--- config.mk ---
export PLATFORM = sky130hd
export DESIGN_NAME = pc_fetch_ctrl_flat
export DESIGN_NICKNAME = d
export VERILOG_FILES = /design/src/rtl/pc_fetch_ctrl_if.sv /design/src/rtl/pc_fetch_ctrl.sv /design/src/flat_wrapper.sv
export SDC_FILE = /design/constraint.sdc
export NUM_CORES = 1
export LEC_CHECK = 0
export BUFFER_PORTS_ARGS = -buffer_cell sky130_fd_sc_hd__buf_2
export CAP_MARGIN = 0
export CELL_PAD_IN_SITES_DETAIL_PLACEMENT = 2
export CELL_PAD_IN_SITES_GLOBAL_PLACEMENT = 2
export CORE_ASPECT_RATIO = 1.4
export CORE_MARGIN = 2
export CORE_UTILIZATION = 27
export CTS_CLUSTER_DIAMETER = 30
export DETAILED_ROUTE_END_ITERATION = 12
export PLACE_DENSITY_LB_ADDON = 0.1
export SYNTH_ARGS = -nofsm -noshare
export SYNTH_HDL_FRONTEND = slang
export SYNTH_SLANG_ARGS = --single-unit
--- constraint.sdc ---
create_clock -name clk -period 2.3 [get_ports clk]
set_input_delay 0.115 -clock clk [delete_from_list [all_inputs] [get_ports clk]]
set_output_delay 0.115 -clock clk [all_outputs]
set_load 0.01 [all_outputs]
--- src/rtl/pc_fetch_ctrl_if.sv ---
// Fetch/execute handshake bundle between the PC fetch controller and its environment.
// The master side is the controller; the slave side is imem plus the datapath.
interface pc_fetch_ctrl_if;
  logic        imem_req;
  logic [31:0] imem_addr;
  logic        imem_ack;
  logic [31:0] imem_rdata;
  logic        instr_valid;
  logic [31:0] instr;
  logic [31:0] pc_out;
  logic        exec_done;
  logic [31:0] next_pc;
  logic        halt_req;
  logic        halted;
  logic        fault;
  logic [1:0]  fault_code;
  logic [31:0] retired;

  modport master (
    output imem_req, imem_addr, instr_valid, instr, pc_out,
           halted, fault, fault_code, retired,
    input  imem_ack, imem_rdata, exec_done, next_pc, halt_req
  );

  modport slave (
    input  imem_req, imem_addr, instr_valid, instr, pc_out,
           halted, fault, fault_code, retired,
    output imem_ack, imem_rdata, exec_done, next_pc, halt_req
  );
endinterface

--- src/rtl/pc_fetch_ctrl.sv ---
// PC fetch controller: fetches one instruction, holds it for execution, advances the PC,
// and stops permanently on halt request, fetch timeout or a misaligned next PC.
module pc_fetch_ctrl #(
  parameter logic [31:0] RESET_PC      = 32'h0000_3000,
  parameter int          FETCH_TIMEOUT = 15
) (
  input  logic              clk,
  input  logic              rst,
  pc_fetch_ctrl_if.master   bus
);

  typedef enum logic [2:0] {
    ST_IDLE  = 3'd0,
    ST_FETCH = 3'd1,
    ST_EXEC  = 3'd2,
    ST_HALT  = 3'd3,
    ST_ERR   = 3'd4
  } state_e;

  localparam logic [3:0] TMO_MAX      = 4'(FETCH_TIMEOUT);
  localparam logic [1:0] CODE_NONE    = 2'b00;
  localparam logic [1:0] CODE_TIMEOUT = 2'b01;
  localparam logic [1:0] CODE_ALIGN   = 2'b10;

  state_e      state_q;
  logic [31:0] pc_q;
  logic [31:0] pc_out_q;
  logic [31:0] instr_q;
  logic [31:0] retired_q;
  logic [3:0]  tmo_q;
  logic        req_q;
  logic        valid_q;
  logic        halted_q;
  logic        fault_q;
  logic [1:0]  fault_code_q;

  // State machine, datapath registers and registered status outputs in one process.
  always_ff @(posedge clk) begin
    if (rst) begin
      state_q      <= ST_IDLE;
      pc_q         <= RESET_PC;
      pc_out_q     <= RESET_PC;
      instr_q      <= 32'h0000_0000;
      retired_q    <= 32'h0000_0000;
      tmo_q        <= 4'd0;
      req_q        <= 1'b0;
      valid_q      <= 1'b0;
      halted_q     <= 1'b0;
      fault_q      <= 1'b0;
      fault_code_q <= CODE_NONE;
    end else begin
      case (state_q)
        ST_IDLE: begin
          state_q <= ST_FETCH;
          req_q   <= 1'b1;
        end
        ST_FETCH: begin
          // An ack on the last allowed cycle still completes the fetch.
          if (bus.imem_ack) begin
            instr_q  <= bus.imem_rdata;
            pc_out_q <= pc_q;
            tmo_q    <= 4'd0;
            state_q  <= ST_EXEC;
            req_q    <= 1'b0;
            valid_q  <= 1'b1;
          end else if (tmo_q == TMO_MAX) begin
            state_q      <= ST_ERR;
            req_q        <= 1'b0;
            fault_q      <= 1'b1;
            fault_code_q <= CODE_TIMEOUT;
          end else begin
            tmo_q <= tmo_q + 4'd1;
          end
        end
        ST_EXEC: begin
          if (bus.exec_done) begin
            valid_q <= 1'b0;
            if (bus.next_pc[1:0] != 2'b00) begin
              state_q      <= ST_ERR;
              fault_q      <= 1'b1;
              fault_code_q <= CODE_ALIGN;
            end else begin
              pc_q      <= bus.next_pc;
              retired_q <= retired_q + 32'd1;
              if (bus.halt_req) begin
                state_q  <= ST_HALT;
                halted_q <= 1'b1;
              end else begin
                state_q <= ST_FETCH;
                req_q   <= 1'b1;
              end
            end
          end
        end
        ST_HALT: begin
          state_q <= ST_HALT;
        end
        ST_ERR: begin
          state_q <= ST_ERR;
        end
        default: begin
          // Unreachable encoding: park in the error state with outputs quiesced.
          state_q      <= ST_ERR;
          req_q        <= 1'b0;
          valid_q      <= 1'b0;
          fault_q      <= 1'b1;
          fault_code_q <= CODE_NONE;
        end
      endcase
    end
  end

  assign bus.imem_req    = req_q;
  assign bus.imem_addr   = pc_q;
  assign bus.instr_valid = valid_q;
  assign bus.instr       = instr_q;
  assign bus.pc_out      = pc_out_q;
  assign bus.halted      = halted_q;
  assign bus.fault       = fault_q;
  assign bus.fault_code  = fault_code_q;
  assign bus.retired     = retired_q;

endmodule

--- src/flat_wrapper.sv ---
// flat-port wrapper written by rule: the top's interface ports become plain ports
module pc_fetch_ctrl_flat 
#(
  parameter logic [31:0] RESET_PC      = 32'h0000_3000,
  parameter int          FETCH_TIMEOUT = 15
)
  (clk, rst, bus_imem_req, bus_imem_addr, bus_instr_valid, bus_instr, bus_pc_out, bus_halted, bus_fault, bus_fault_code, bus_retired, bus_imem_ack, bus_imem_rdata, bus_exec_done, bus_next_pc, bus_halt_req);
  pc_fetch_ctrl_if bus_i ();
  input  logic clk;
  input  logic rst;
  output wire logic [$bits(bus_i.imem_req)-1:0] bus_imem_req;
  output wire logic [$bits(bus_i.imem_addr)-1:0] bus_imem_addr;
  output wire logic [$bits(bus_i.instr_valid)-1:0] bus_instr_valid;
  output wire logic [$bits(bus_i.instr)-1:0] bus_instr;
  output wire logic [$bits(bus_i.pc_out)-1:0] bus_pc_out;
  output wire logic [$bits(bus_i.halted)-1:0] bus_halted;
  output wire logic [$bits(bus_i.fault)-1:0] bus_fault;
  output wire logic [$bits(bus_i.fault_code)-1:0] bus_fault_code;
  output wire logic [$bits(bus_i.retired)-1:0] bus_retired;
  input wire logic [$bits(bus_i.imem_ack)-1:0] bus_imem_ack;
  input wire logic [$bits(bus_i.imem_rdata)-1:0] bus_imem_rdata;
  input wire logic [$bits(bus_i.exec_done)-1:0] bus_exec_done;
  input wire logic [$bits(bus_i.next_pc)-1:0] bus_next_pc;
  input wire logic [$bits(bus_i.halt_req)-1:0] bus_halt_req;
  assign bus_imem_req = bus_i.imem_req;
  assign bus_imem_addr = bus_i.imem_addr;
  assign bus_instr_valid = bus_i.instr_valid;
  assign bus_instr = bus_i.instr;
  assign bus_pc_out = bus_i.pc_out;
  assign bus_halted = bus_i.halted;
  assign bus_fault = bus_i.fault;
  assign bus_fault_code = bus_i.fault_code;
  assign bus_retired = bus_i.retired;
  assign bus_i.imem_ack = bus_imem_ack;
  assign bus_i.imem_rdata = bus_imem_rdata;
  assign bus_i.exec_done = bus_exec_done;
  assign bus_i.next_pc = bus_next_pc;
  assign bus_i.halt_req = bus_halt_req;
  pc_fetch_ctrl #(.RESET_PC(RESET_PC), .FETCH_TIMEOUT(FETCH_TIMEOUT)) u_core (.clk(clk), .rst(rst), .bus(bus_i));
endmodule
# [Word-level counts from Yosys, hierarchy flattened]
# Cells that the tools add are included.
[op_classes] addsub=2 eq_ne=14 n_mux=27 n_bitwise=3 n_reduce_logical=12
[op_table] operator="32-bit by 1-bit adder with 32-bit output, second input constant" n=1
[op_table] operator="3-bit two-way mux" n=4
[op_table] operator="2-bit != test, second input constant" n=6
[op_table] operator="3-bit case mux with 4 select lines" n=1
[op_table] operator="1-bit two-way mux" n=11
[op_table] operator="2-bit two-way mux" n=5
[op_table] operator="5-bit AND reduction" n=2
[op_table] operator="4-bit two-way mux" n=2
[op_table] operator="3-bit by 2-bit == test with 1-bit output, second input constant" n=2
[op_table] operator="1-bit case mux with 3 select lines" n=2
[op_table] operator="2-bit case mux with 3 select lines" n=1
[op_table] operator="2-bit AND reduction" n=3
[op_table] operator="3-bit AND reduction" n=2
[op_table] operator="4-bit by 1-bit adder with 4-bit output, second input constant" n=1
[op_table] operator="4-bit == test, second input constant" n=1
[op_table] operator="2-bit by 1-bit != test with 1-bit output, second input constant" n=2
[op_table] operator="1-bit case mux with 4 select lines" n=1
[op_table] operator="4-bit AND reduction" n=1
[op_table] operator="3-bit by 1-bit == test with 1-bit output, second input constant" n=1
[op_table] operator="3-bit == test, second input constant" n=1
[op_table] operator="3-bit logical NOT" n=1
[op_table] operator="3-bit by 2-bit != test with 1-bit output, second input constant" n=1
[op_table] operator="1-bit NOT" n=3
[op_table] operator="3-bit OR reduction" n=1
[op_table] operator="other kinds (2)" n=2
[totals] reg_bits=141 inputBits=69 out_inout_bits=134 wordCells=69

# [Longest topological paths before layout]
[depth] depth_word=4 depth_mapped=8 mapped_depth_nobuf=6

# [Worst setup path after synthesis]
# Ideal clock, no wire load.
[synth_timing] path_type="register to register" start="reg u_core.state_q[2]" end="reg u_core.retired_q[5], in the netlist u_core.bus.retired[5]" setup_time_ns=0.128 arrival_ns=1.573 required_time_ns=2.172 setup_slack_ns=0.600 path_stages_with_launch=7 path_buffers=1 period_less_slack_ns=1.700 cell_sequence="dfxtp_1 > buf_2 > or3b_2 > nor3_1 > and4_1 > xnor2_1 > nor2_1"
[synth_between] elab_chain_cells=2
[synth_rtl] item="start, declared" line_no="pc_fetch_ctrl.sv:25" source="state_e state_q;"
[synth_rtl] item="start signal, assigned" line_no="pc_fetch_ctrl.sv:40" source="state_q <= ST_IDLE;"
[synth_rtl] item="start signal, assigned" line_no="pc_fetch_ctrl.sv:54" source="state_q <= ST_FETCH;"
[synth_rtl] item="start signal, assigned" line_no="pc_fetch_ctrl.sv:63" source="state_q <= ST_EXEC;"
[synth_rtl] item="3-bit by 2-bit == test with 1-bit output" line_no="pc_fetch_ctrl.sv:52" source="case (state_q)"
[synth_rtl] item="3-bit AND reduction (no line)"
[synth_rtl] item="end signal, assigned" line_no="pc_fetch_ctrl.sv:84" source="retired_q <= retired_q + 32'd1;"
[synth_rtl] item="end, declared" line_no="pc_fetch_ctrl.sv:29" source="logic [31:0] retired_q;"
# Every way passes these cells.
# A chain may end at the register's enable or synchronous reset.

# [Worst setup path after layout]
[layout_timing] start="reg u_core.state_q[1]" end="reg u_core.retired_q[8], in the netlist u_core.bus.retired[8]"
# Same word-level chain as after synthesis.

==> metrics.md <==
| Metric | Value |
|---|---|
| Status | `completed` |
| CP Data Required Time | `between 2 and 3 ns` |
| Final worst slack | `approximately 0.24 ns` |
| First-pass GRT wire length | `roughly 32000 µm` |
| Fin nets | `990` |
| H-tree depth | `4` |
| Syn nets | `roughly 730` |
| CTS clk-pin slew, worst paths | `roughly 0.06 ns` |
| Layout cells sized above 1 | `0.277` |
| Die H | `171 µm` |
| CTS tree | `done` |
| DP Worst Slack | `between 0.15 and 0.2 ns` |
| Pin count of the biggest net entering global routing | `65` |
| Area Overhead vs Synth | `48.6%` |
| R2R depth | `5` |
| MaxCap Viol Count | `0` |
| First DRT Iteration DRCs | `130` |
| Number of port buffers | `just over 200` |
| Hold path endpoint | `u_core.state_q[0]` |
| Cell taking the most area after synthesis | `dfxtp_1` |
| Final Max Tran Viols | `0` |
| Power per cell area | `793 nW/µm²` |
| Max Root-Sink Buffers | `2` |
| WL final | `about 20000 µm` |
| Post-Synthesis Cells | `between 600 and 700` |
| Netlist cell types | `37` |
| Worst Path Max Fanout | `8` |
| Initial Utilization | `0.272` |
| CP startpoint | `u_core.state_q[1]` |
| Yosys warnings | `0` |
| Ys async rst share | `0` |
| DR pass1 iterations | `4` |
| Fmax | `approximately 490 MHz` |
| Die area | `roughly 21000 µm²` |
| Yosys reg bits | `between 100 and 150` |
| Vias | `5553` |
| Logic pwr share | `0.105` |
| # IOs | `203` |
| Hold slack | `between 0.06 and 0.07 ns` |
| Sequential power share | `0.409` |
| DRC viols | `0` |
| Finished Layout Cells | `approximately 1200` |
| Core box area | `just under 20000 µm²` |
| Reg2reg setup slack | `approximately 0.24 ns` |
| Crit path kind | `reg2reg` |
| Gr usage total | `0.193` |
| RSZ-0062 raised after global routing | `false` |
| Total internal power | `4.77 mW` |
| Initial antenna violation count | `1` |
| # rows | `between 60 and 70` |
| Top-area cell type share of the netlist area | `0.527` |
| Slew HR | `0.510` |
| Ys flop type | `dfxtp_1` |
| Drt wl/cell | `approximately 17 µm` |
| Vias in the first global route | `a little over 6000` |
| Max Clock Skew | `roughly 0.009 ns` |
| LEAKAGE | `approximately 3.3 nW` |
| Hold depth | `3` |
| Placed insts | `about 1100` |
| Reg2reg start | `u_core.state_q[1]` |
| Number of failing hold endpoints at the final stage | `0` |
| Hold Startpoint | `bus_exec_done` |
| Final setup fails | `0` |
| Die X | `around 120 µm` |
| Post-synth EDFFs | `0` |
| Hold Path Class | `in2reg` |
| Vias per inst | `between 4 and 5` |
| Final core occ | `0.405` |
| Placed cell area | `between 6000 and 7000 µm²` |
| Clk network pwr share | `0.486` |
| NetSw | `about 1.5 mW` |
| Syn Area/Cell | `8.08 µm²` |
| Maximum VDD drop | `between 0.4 and 0.5 mV` |
| CP Launch Type | `flip-flop` |
| Tcrit/Tclk final | `0.896` |
| Net Sw Frac | `0.245` |
| Period minus WS final | `2.06 ns` |
| CTS sink count | `between 100 and 150` |
| Grt ovf | `0` |
| Root Driver | `clkbuf_16` |
| FF-to-FF End | `u_core.bus.retired[8]` |
| Slew @ Worst Pin | `~0.74 ns` |
| Power Total | `approximately 6.3 mW` |
| # Post-CTS Setup Buffers | `0` |
| Worst setup EP type | `flip-flop` |
| Clock latency on the worst-skew pair | `0.42 ns` |
| Setup TNS | `0 ns` |
| Synthesized area | `around 5400 µm²` |
| Antenna Nets Post-Route | `0` |
| Hpwl dp | `~14000 µm` |
| Sequential-to-total area share from yosys stat | `0.527` |
| Synth top area cells | `dfxtp_1 (53%), nand2_1 (15%), a21oi_1 (9.2%), xnor2_1 (4.2%), nor2_1 (2.9%)` |
| Design area | `around 8000 µm²` |
| CP arrival | `about 2.4 ns` |
| GPL Wtd Cong | `0.770` |
| Inserted Clock Buffers | `17` |
-- kinds of logic (layout without fill, tap and decap cells) --
family,Yosys count,in the layout,synth area share
simple gates,326,326,0.267
buf+inv,50,319,0.0373
xor+xnor,31,31,0.0507
flops,141,141,0.527
compound gates,110,110,0.108
fa+ha+maj,2,2,0.00467
other cells,0,1,0
mux,3,3,0.00584
-- per-layer routing --
layer	GRT usage	wire [µm]	share of wire	vias to the layer above
li1	-	-	-	2702
met1	0.190	7470	0.37	2684
met2	0.374	10800	0.54	143
met3	0.0587	1310	0.066	24
met4	0.0677	440	0.022	0
met5	0	0	0	-
-- final cells by class --
type,instances,area [µm²]
well taps,252,315
fillers,2244,11700
diodes,1,2.50
flip-flops and latches,141,2820
repair buffers,278,1780
clock buffers,19,443
inverters,9,33.8
clock inverters,13,211
multi-input cells,472,2360
-- critical path, cell delays in order, from the launching register on --
cell     delay (ns)
dfxtp_1        0.47
or3b_2         0.51
nor3_1         0.47
nand3_1        0.17
xnor2_1        0.17
nor2b_1        0.14
-- how the worst max path moves through the flow --
stage	to	slack [ns]	depth (start not counted)
6_report	u_core.bus.retired[8]	0.24	5
5_1_grt	u_core.bus.retired[28]	0.0008	5
4_1_cts	u_core.bus.retired[8]	0.14	5
3_5_place_dp	u_core.bus.retired[8]	0.17	5
3_3_place_gp	u_core.bus.fault_code[1]	0.19	5
2_1_floorplan	u_core.bus.retired[5]	0.60	6
-- registers in the layout, summed over array words and instances (netlist names) --
register                cells
u_core.bus.fault            1
u_core.bus.fault_code       2
u_core.bus.halted           1
u_core.bus.imem_addr       32
u_core.bus.imem_req         1
u_core.bus.instr           32
u_core.bus.instr_valid      1
u_core.bus.pc_out          32
u_core.bus.retired         32
u_core.state_q              3
u_core.tmo_q                4
-- power by group through the flow --
stage               registers [mW]  clock network [mW]  logic (mW)
floorplan                     2.65                   0       0.309
global placement              2.63                   0       0.564
detailed placement            2.64                   0       0.585
CTS                           2.58                3.16       0.673
global route                  2.59                3.27       0.738
finish                        2.58                3.07       0.661
-- synth_stat cells (all sizes together), types with 2 or more instances --
master and count:
and3 3, nand2 208, inv 9, clkbuf 31
nor2b 4, xnor2 26, nand3b 4, nor3 17
buf 10, nor2 42, dfxtp 141, nand4 8
a21oi 99, and4 7, nor3b 4, a211oi 2
o211ai 2, xor2 5, nand3 12, nor4 12
o21ai 2, ha 2, mux2i 2
-- cell usage in the layout (no fill, tap or decap), types with 5 or more instances in the layout --
master,Yosys,layout
nand2_1,208,207
buf_2,10,201
dfxtp_1,141,141
a21oi_1,99,99
dlygate4sd3_1,0,63
nor2_1,42,42
xnor2_1,26,26
clkbuf_16,0,17
nor3_1,17,16
nand3_1,12,11
nor4_1,12,11
buf_4,0,11
inv_1,9,9
and4_1,7,7
nand4_1,7,7
xor2_1,5,5
bufinv_16,0,5
-- what timing repair did --
item                                    in CTS  in global routing
gates resized for setup                      0                  2
hold buffers                                63                  0
hold endpoints to repair                    63                  0
endpoints found under the setup margin       0                  1
Power figures use the tool's default switching activity.
